`src/rtl/qspi_slave_link.sv`:
```
// SPI mode-0 slave pin stage: synchronises sclk/ss/io0, shifts bytes MSB first,
// buffers received bytes in a small FIFO and serialises offered tx bytes on io1.
module qspi_slave_link #(
  parameter int unsigned SYNC_STAGES = 2,
  parameter int unsigned RX_DEPTH    = 4,
  parameter logic [7:0]  IDLE_BYTE   = 8'hFF
) (
  input  logic       clk,
  input  logic       reset,
  input  logic       io_sclk,
  input  logic       io_ss,
  input  logic       io_io0,
  output logic       io_io1,
  output logic [7:0] rx_data,
  output logic       rx_valid,
  input  logic       rx_ready,
  input  logic [7:0] tx_data,
  input  logic       tx_valid,
  output logic       tx_ready,
  output logic       rx_overflow,
  output logic       frame_active,
  output logic [7:0] byte_count
);

  localparam int unsigned AW = $clog2(RX_DEPTH);
  localparam logic [AW:0] DEPTH_L = (AW + 1)'(RX_DEPTH);

  localparam logic [1:0] S_WAIT_IDLE = 2'd0;
  localparam logic [1:0] S_IDLE      = 2'd1;
  localparam logic [1:0] S_ACTIVE    = 2'd2;

  logic [SYNC_STAGES-1:0] sclk_sync_q, ss_sync_q, io0_sync_q;
  logic sclk_rise_q, sclk_fall_q, ss_rise_q, ss_fall_q, prime_q;

  logic [1:0]  state_q, state_d;
  logic        frame_active_q, frame_active_d;
  logic [2:0]  bit_cnt_q, bit_cnt_d;
  logic [7:0]  byte_count_q, byte_count_d;
  logic [7:0]  rx_shift_q, rx_shift_d;
  logic [7:0]  tx_shift_q, tx_shift_d;
  logic        byte_done_q, byte_done_d;
  logic        push_q, push_d;
  logic        io1_q, io1_d;
  logic        overflow_q, overflow_d;
  logic        rx_valid_q, rx_valid_d;
  logic [AW:0] wr_ptr_q, wr_ptr_d, rd_ptr_q, rd_ptr_d;
  logic [7:0]  mem_q [RX_DEPTH];

  logic        tx_load_c, pop_c, full_c, wr_en_c;
  logic [AW:0] level_c;

  // Pin synchronisers and registered edge strobes from the two oldest stages
  always_ff @(posedge clk) begin
    if (reset) begin
      sclk_sync_q <= '0;
      ss_sync_q   <= '1;
      io0_sync_q  <= '0;
      sclk_rise_q <= 1'b0;
      sclk_fall_q <= 1'b0;
      ss_rise_q   <= 1'b0;
      ss_fall_q   <= 1'b0;
      prime_q     <= 1'b0;
    end else begin
      sclk_sync_q <= {sclk_sync_q[SYNC_STAGES-2:0], io_sclk};
      ss_sync_q   <= {ss_sync_q[SYNC_STAGES-2:0], io_ss};
      io0_sync_q  <= {io0_sync_q[SYNC_STAGES-2:0], io_io0};
      sclk_rise_q <= sclk_sync_q[SYNC_STAGES-2] & ~sclk_sync_q[SYNC_STAGES-1];
      sclk_fall_q <= ~sclk_sync_q[SYNC_STAGES-2] & sclk_sync_q[SYNC_STAGES-1];
      ss_rise_q   <= ss_sync_q[SYNC_STAGES-2] & ~ss_sync_q[SYNC_STAGES-1];
      ss_fall_q   <= ~ss_sync_q[SYNC_STAGES-2] & ss_sync_q[SYNC_STAGES-1];
      prime_q     <= 1'b1;
    end
  end

  assign level_c = wr_ptr_q - rd_ptr_q;
  assign full_c  = (level_c == DEPTH_L);
  assign pop_c   = rx_valid_q & rx_ready;
  assign wr_en_c = push_q & (~full_c | pop_c);

  always_comb begin
    state_d        = state_q;
    frame_active_d = frame_active_q;
    bit_cnt_d      = bit_cnt_q;
    byte_count_d   = byte_count_q;
    rx_shift_d     = rx_shift_q;
    tx_shift_d     = tx_shift_q;
    byte_done_d    = byte_done_q;
    push_d         = 1'b0;
    tx_load_c      = 1'b0;
    overflow_d     = overflow_q | (push_q & full_c & ~pop_c);
    wr_ptr_d       = wr_en_c ? wr_ptr_q + (AW + 1)'(1) : wr_ptr_q;
    rd_ptr_d       = pop_c ? rd_ptr_q + (AW + 1)'(1) : rd_ptr_q;
    rx_valid_d     = (wr_ptr_d != rd_ptr_d);

    case (state_q)
      // prime_q skips the reset value of the ss chain so an open frame is not mistaken for idle
      S_WAIT_IDLE: if (prime_q && (&ss_sync_q)) state_d = S_IDLE;
      S_IDLE: begin
        if (ss_fall_q) begin
          state_d        = S_ACTIVE;
          frame_active_d = 1'b1;
          bit_cnt_d      = 3'd0;
          byte_count_d   = 8'd0;
          byte_done_d    = 1'b0;
          tx_load_c      = 1'b1;
        end
      end
      S_ACTIVE: begin
        if (ss_rise_q) begin
          state_d        = S_IDLE;
          frame_active_d = 1'b0;
          bit_cnt_d      = 3'd0;
          byte_done_d    = 1'b0;
        end else if (sclk_rise_q) begin
          rx_shift_d = {rx_shift_q[6:0], io0_sync_q[SYNC_STAGES-1]};
          bit_cnt_d  = bit_cnt_q + 3'd1;
          if (bit_cnt_q == 3'd7) begin
            push_d       = 1'b1;
            byte_count_d = byte_count_q + 8'd1;
            byte_done_d  = 1'b1;
          end
        end else if (sclk_fall_q) begin
          if (byte_done_q) begin
            tx_load_c   = 1'b1;
            byte_done_d = 1'b0;
          end else begin
            tx_shift_d = {tx_shift_q[6:0], 1'b0};
          end
        end
      end
      default: state_d = S_WAIT_IDLE;
    endcase

    if (tx_load_c) tx_shift_d = tx_valid ? tx_data : IDLE_BYTE;
    io1_d = (state_d == S_ACTIVE) ? tx_shift_d[7] : 1'b0;
  end

  always_ff @(posedge clk) begin
    if (reset) begin
      state_q        <= S_WAIT_IDLE;
      frame_active_q <= 1'b0;
      bit_cnt_q      <= 3'd0;
      byte_count_q   <= 8'd0;
      rx_shift_q     <= 8'd0;
      tx_shift_q     <= 8'd0;
      byte_done_q    <= 1'b0;
      push_q         <= 1'b0;
      io1_q          <= 1'b0;
      overflow_q     <= 1'b0;
      rx_valid_q     <= 1'b0;
      wr_ptr_q       <= '0;
      rd_ptr_q       <= '0;
    end else begin
      state_q        <= state_d;
      frame_active_q <= frame_active_d;
      bit_cnt_q      <= bit_cnt_d;
      byte_count_q   <= byte_count_d;
      rx_shift_q     <= rx_shift_d;
      tx_shift_q     <= tx_shift_d;
      byte_done_q    <= byte_done_d;
      push_q         <= push_d;
      io1_q          <= io1_d;
      overflow_q     <= overflow_d;
      rx_valid_q     <= rx_valid_d;
      wr_ptr_q       <= wr_ptr_d;
      rd_ptr_q       <= rd_ptr_d;
    end
  end

  // FIFO storage; a write while full lands on the slot being popped this cycle
  always_ff @(posedge clk) begin
    if (wr_en_c) mem_q[wr_ptr_q[AW-1:0]] <= rx_shift_q;
  end

  assign rx_data      = mem_q[rd_ptr_q[AW-1:0]];
  assign rx_valid     = rx_valid_q;
  assign tx_ready     = tx_load_c & tx_valid;
  assign io_io1       = io1_q;
  assign rx_overflow  = overflow_q;
  assign frame_active = frame_active_q;
  assign byte_count   = byte_count_q;

endmodule

```
`config.mk`:
```
export PLATFORM = sky130hd
export DESIGN_NAME = qspi_slave_link
export DESIGN_NICKNAME = d
export VERILOG_FILES = /design/src/rtl/qspi_slave_link.sv
export SDC_FILE = /design/constraint.sdc
export NUM_CORES = 1
export LEC_CHECK = 0
export CELL_PAD_IN_SITES_DETAIL_PLACEMENT = 1
export CELL_PAD_IN_SITES_GLOBAL_PLACEMENT = 1
export CORE_UTILIZATION = 40
export CTS_CLUSTER_DIAMETER = 100
export DETAILED_ROUTE_END_ITERATION = 8
export GPL_TIMING_DRIVEN = 0
export HOLD_SLACK_MARGIN = 0.15
export PLACE_DENSITY = 0.8
export SYNTH_ARGS = -nofsm -noshare
export SYNTH_HDL_FRONTEND = slang
export SYNTH_SLANG_ARGS = --single-unit
```
`constraint.sdc`:
```
create_clock -name clk -period 2.26 [get_ports clk]
set_input_delay 0.678 -clock clk [delete_from_list [all_inputs] [get_ports clk]]
set_output_delay 0.678 -clock clk [all_outputs]
set_load 0.01 [all_outputs]
```
==> impl_metrics.yaml <==
timing:
  setup_violations: 3
  worst_pin_slew_ns: 0.600
  relSlewSlack_pct: 60.0
  hold_viol_final: 0
  worst_slack_ns: -0.0520
  fin_skew_ns: 0.00842
  final-max-slew-violation-count: 0
  whs_ns: 0.415
  tns_ns: -0.121
  rsz0062_at_grt: "yes"
  period_needed_ns: 2.31
  max_freq_mhz: 433
  period_share_pct: 102
global_route:
  grt.met1_usage_pct: 22.2
  antenna_found_initial: 0
  met2_usage_pct: 32.4
  grt_max_degree: 17
  busiest_layer: "met2"
  grt_pass1_vias: 2622
  overflow: 0
  use_met3_pct: 3.32
  track_usage_pct: 18.3
  grt_pass1_wl_um: 12800
die:
  dieArea_um2: 9260
  die_y_um: 96.2
  core_um2: 8680
  start_util_pct: 40.9
  row_count: 34
  fp.dieW_um: 96.2
  io_pins: 36
synth:
  synth.most_common_cell: "dfxtp_1"
  ys_top_cells_by_area: "dfxtp_1 (29%), edfxtp_1 (27%), mux4_2 (5.1%)"
  synth_edf_count: 32
  async_flop_share_pct: 0
  yosysWarnings: 0
  synth-seq-cells: 84
  synth-main-ff-cell: "dfxtp_1"
  synth_top_area_cell: "dfxtp_1"
  seq_area_frac_synth_pct: 56.4
  synth_common_cells: "dfxtp_1 (52), nor2_1 (34), edfxtp_1 (32)"
  syn_area_um2: 3550
  syn_nets: 350
  synth.distinct_cells: 43
  synth_area_per_cell_um2: 11.1
  yosysTopAreaCellShare_pct: 29.3
  synth_cells: 321
detailed_routing:
  drt-pass1-iter-count: 4
  vias: 2551
  vias_per_cell: 5.17
  routed_wl_um: 7600
  ant_nets: 0
  drcViolationCount: 0
  post_drt_wl_per_cell_um: 15.4
  initialDrtViolationCount: 75
pwr:
  p_per_area_nw_per_um2: 609
  p_leak_nw: 1.65
  peakVddDrop_mv: 0.367
placed_design:
  place_congestion: 0.723
  hpwlAfterDp_um: 5250
  dp.cells: 464
  port-buffer-count: 35
worst_setup_path:
  worstSetupEndpointType: "primary output"
  critPathArrivalTime_ns: 1.63
  required_ns: 1.58
  worst-setup-path-type: "in -> out"
  cp_max_fo: 14
  reg2regPathDepth: 7
  r2r-start: "rd_ptr_q[1]"
  crit_start: "tx_valid"
  worst_setup_path_start_kind: "input pin"
clock_network:
  cts.clk_slew.worst_paths_ns: 0.09
  cts-root-buf: "clkbuf_8"
  insertion_delay_ns: 0.35
  cts_sinks: 84
  clk_path_buf_depth: 2
  h-tree-depth: 3
  cts_tree: "built"
  cts_buffers: 9
worst_hold_path:
  hp-start: "sclk_sync_q[1]"
  worstHoldPathType: "reg -> reg"
  min_path_cells: 1
final_layout:
  fin_util_pct: 50.8
  area_delta_synth_final_pct: 24.2
  fill_cells: 968
  antenna_cells: 0
  layout-drive-gt1-share_pct: 20.3
  final_nets: 409
  fin_cells: 493
flow_run:
  maxCapViolations: 0
run_status:
  violations: "negative setup slack"
  status: "finished with violations"
placed cells by master, fill, tap and decap left out, types with 4 or more instances in the layout:
| cell | instances |
|---|---|
| inv_1 | 9 |
| and3_1 | 4 |
| a22oi_1 | 8 |
| mux4_2 | 8 |
| o21ai_0 | 15 |
| edfxtp_1 | 32 |
| and3_2 | 4 |
| xor2_1 | 10 |
| nor2b_1 | 7 |
| buf_6 | 6 |
| nand3_1 | 17 |
| clkbuf_8 | 10 |
| buf_4 | 13 |
| ha_1 | 12 |
| buf_2 | 6 |
| clkbuf_1 | 6 |
| dfxtp_1 | 48 |
| nand2_1 | 26 |
| mux2i_1 | 4 |
| a21oi_1 | 21 |
| clkdlybuf4s50_1 | 26 |
| nor2_1 | 34 |
worst max-delay path, stage by stage:
cell,delay [ns]
clkdlybuf4s50_1,0.42
inv_1,0.30
nor2_1,0.09
buf_2,0.15
worst paths after layout:
check,to,slack (ns)
worst max-delay path,tx_ready,-0.05
worst min-delay path,sclk_rise_q,0.42
worst max register to register,mem_q[3][5],0.10
worst min register to register,sclk_rise_q,0.42
stage by stage:
step	power [W]	instance area (um^2)	worst slack, ns
after floorplan	0.00167	3550	0.0410
after detailed placement	0.00173	4040	-0.739
final	0.00269	4410	-0.0520
after CTS	0.00271	4370	-0.186
after global routing	0.00280	4410	-0.150
after global placement	0.00172	4040	-0.705
repair_timing:
action,in CTS,in global routing
hold buffers,0,0
setup endpoints to repair,42,6
setup buffers,10,4
pin swaps,5,6
gates resized for setup,61,9
cloned,1,0
cell type report:
class                      count  area (um^2)  area share [%]
sequential                    84         2010            45.5
multi-input combinational    215         1520            34.5
timing repair buffer          50          463            10.5
tap                          108          135            3.06
clock buffer                   9          124            2.81
buffer                        10         63.8            1.45
clock inverter                 7         57.6            1.30
inverter                      10         37.5           0.851
registers in the layout, indices dropped and copies added, names as in the netlist, 2 cells and up:
name,flops
io0_sync_q,2
wr_ptr_q,3
sclk_sync_q,2
tx_shift_q,8
ss_sync_q,2
byte_count,8
rx_shift_q,8
state_q,2
mem_q,32
rd_ptr_q,3
bit_cnt_q,3
kinds of logic after synthesis:
family | share of synthesized area (%)
and+or+nand+nor | 15.9
DFF | 56.4
AOI/OAI and AO/OA | 10.1
buffers and inverters | 2.43
xor gates and xnor gates | 3.84
adders and majority gates | 4.93
muxes | 6.52
per-layer routing:
layer / share of wire [%] / wire (um) / vias up
met4: 1.1 / 87 / 0
met1: 45 / 3460 / 1253
met3: 2.3 / 177 / 9
met2: 51 / 3880 / 34
met5: 0 / 0 / -
li1: - / - / 1255
power breakdown:
group	internal [W]	switching, W	total [W]
Sequential	0.00157	0.00000910	0.00158
Combinational	0.0000584	0.0000648	0.000123
Clock	0.000412	0.000572	0.000984
Total	0.00204	0.000646	0.00269
(Power assumes the default switching activity.)
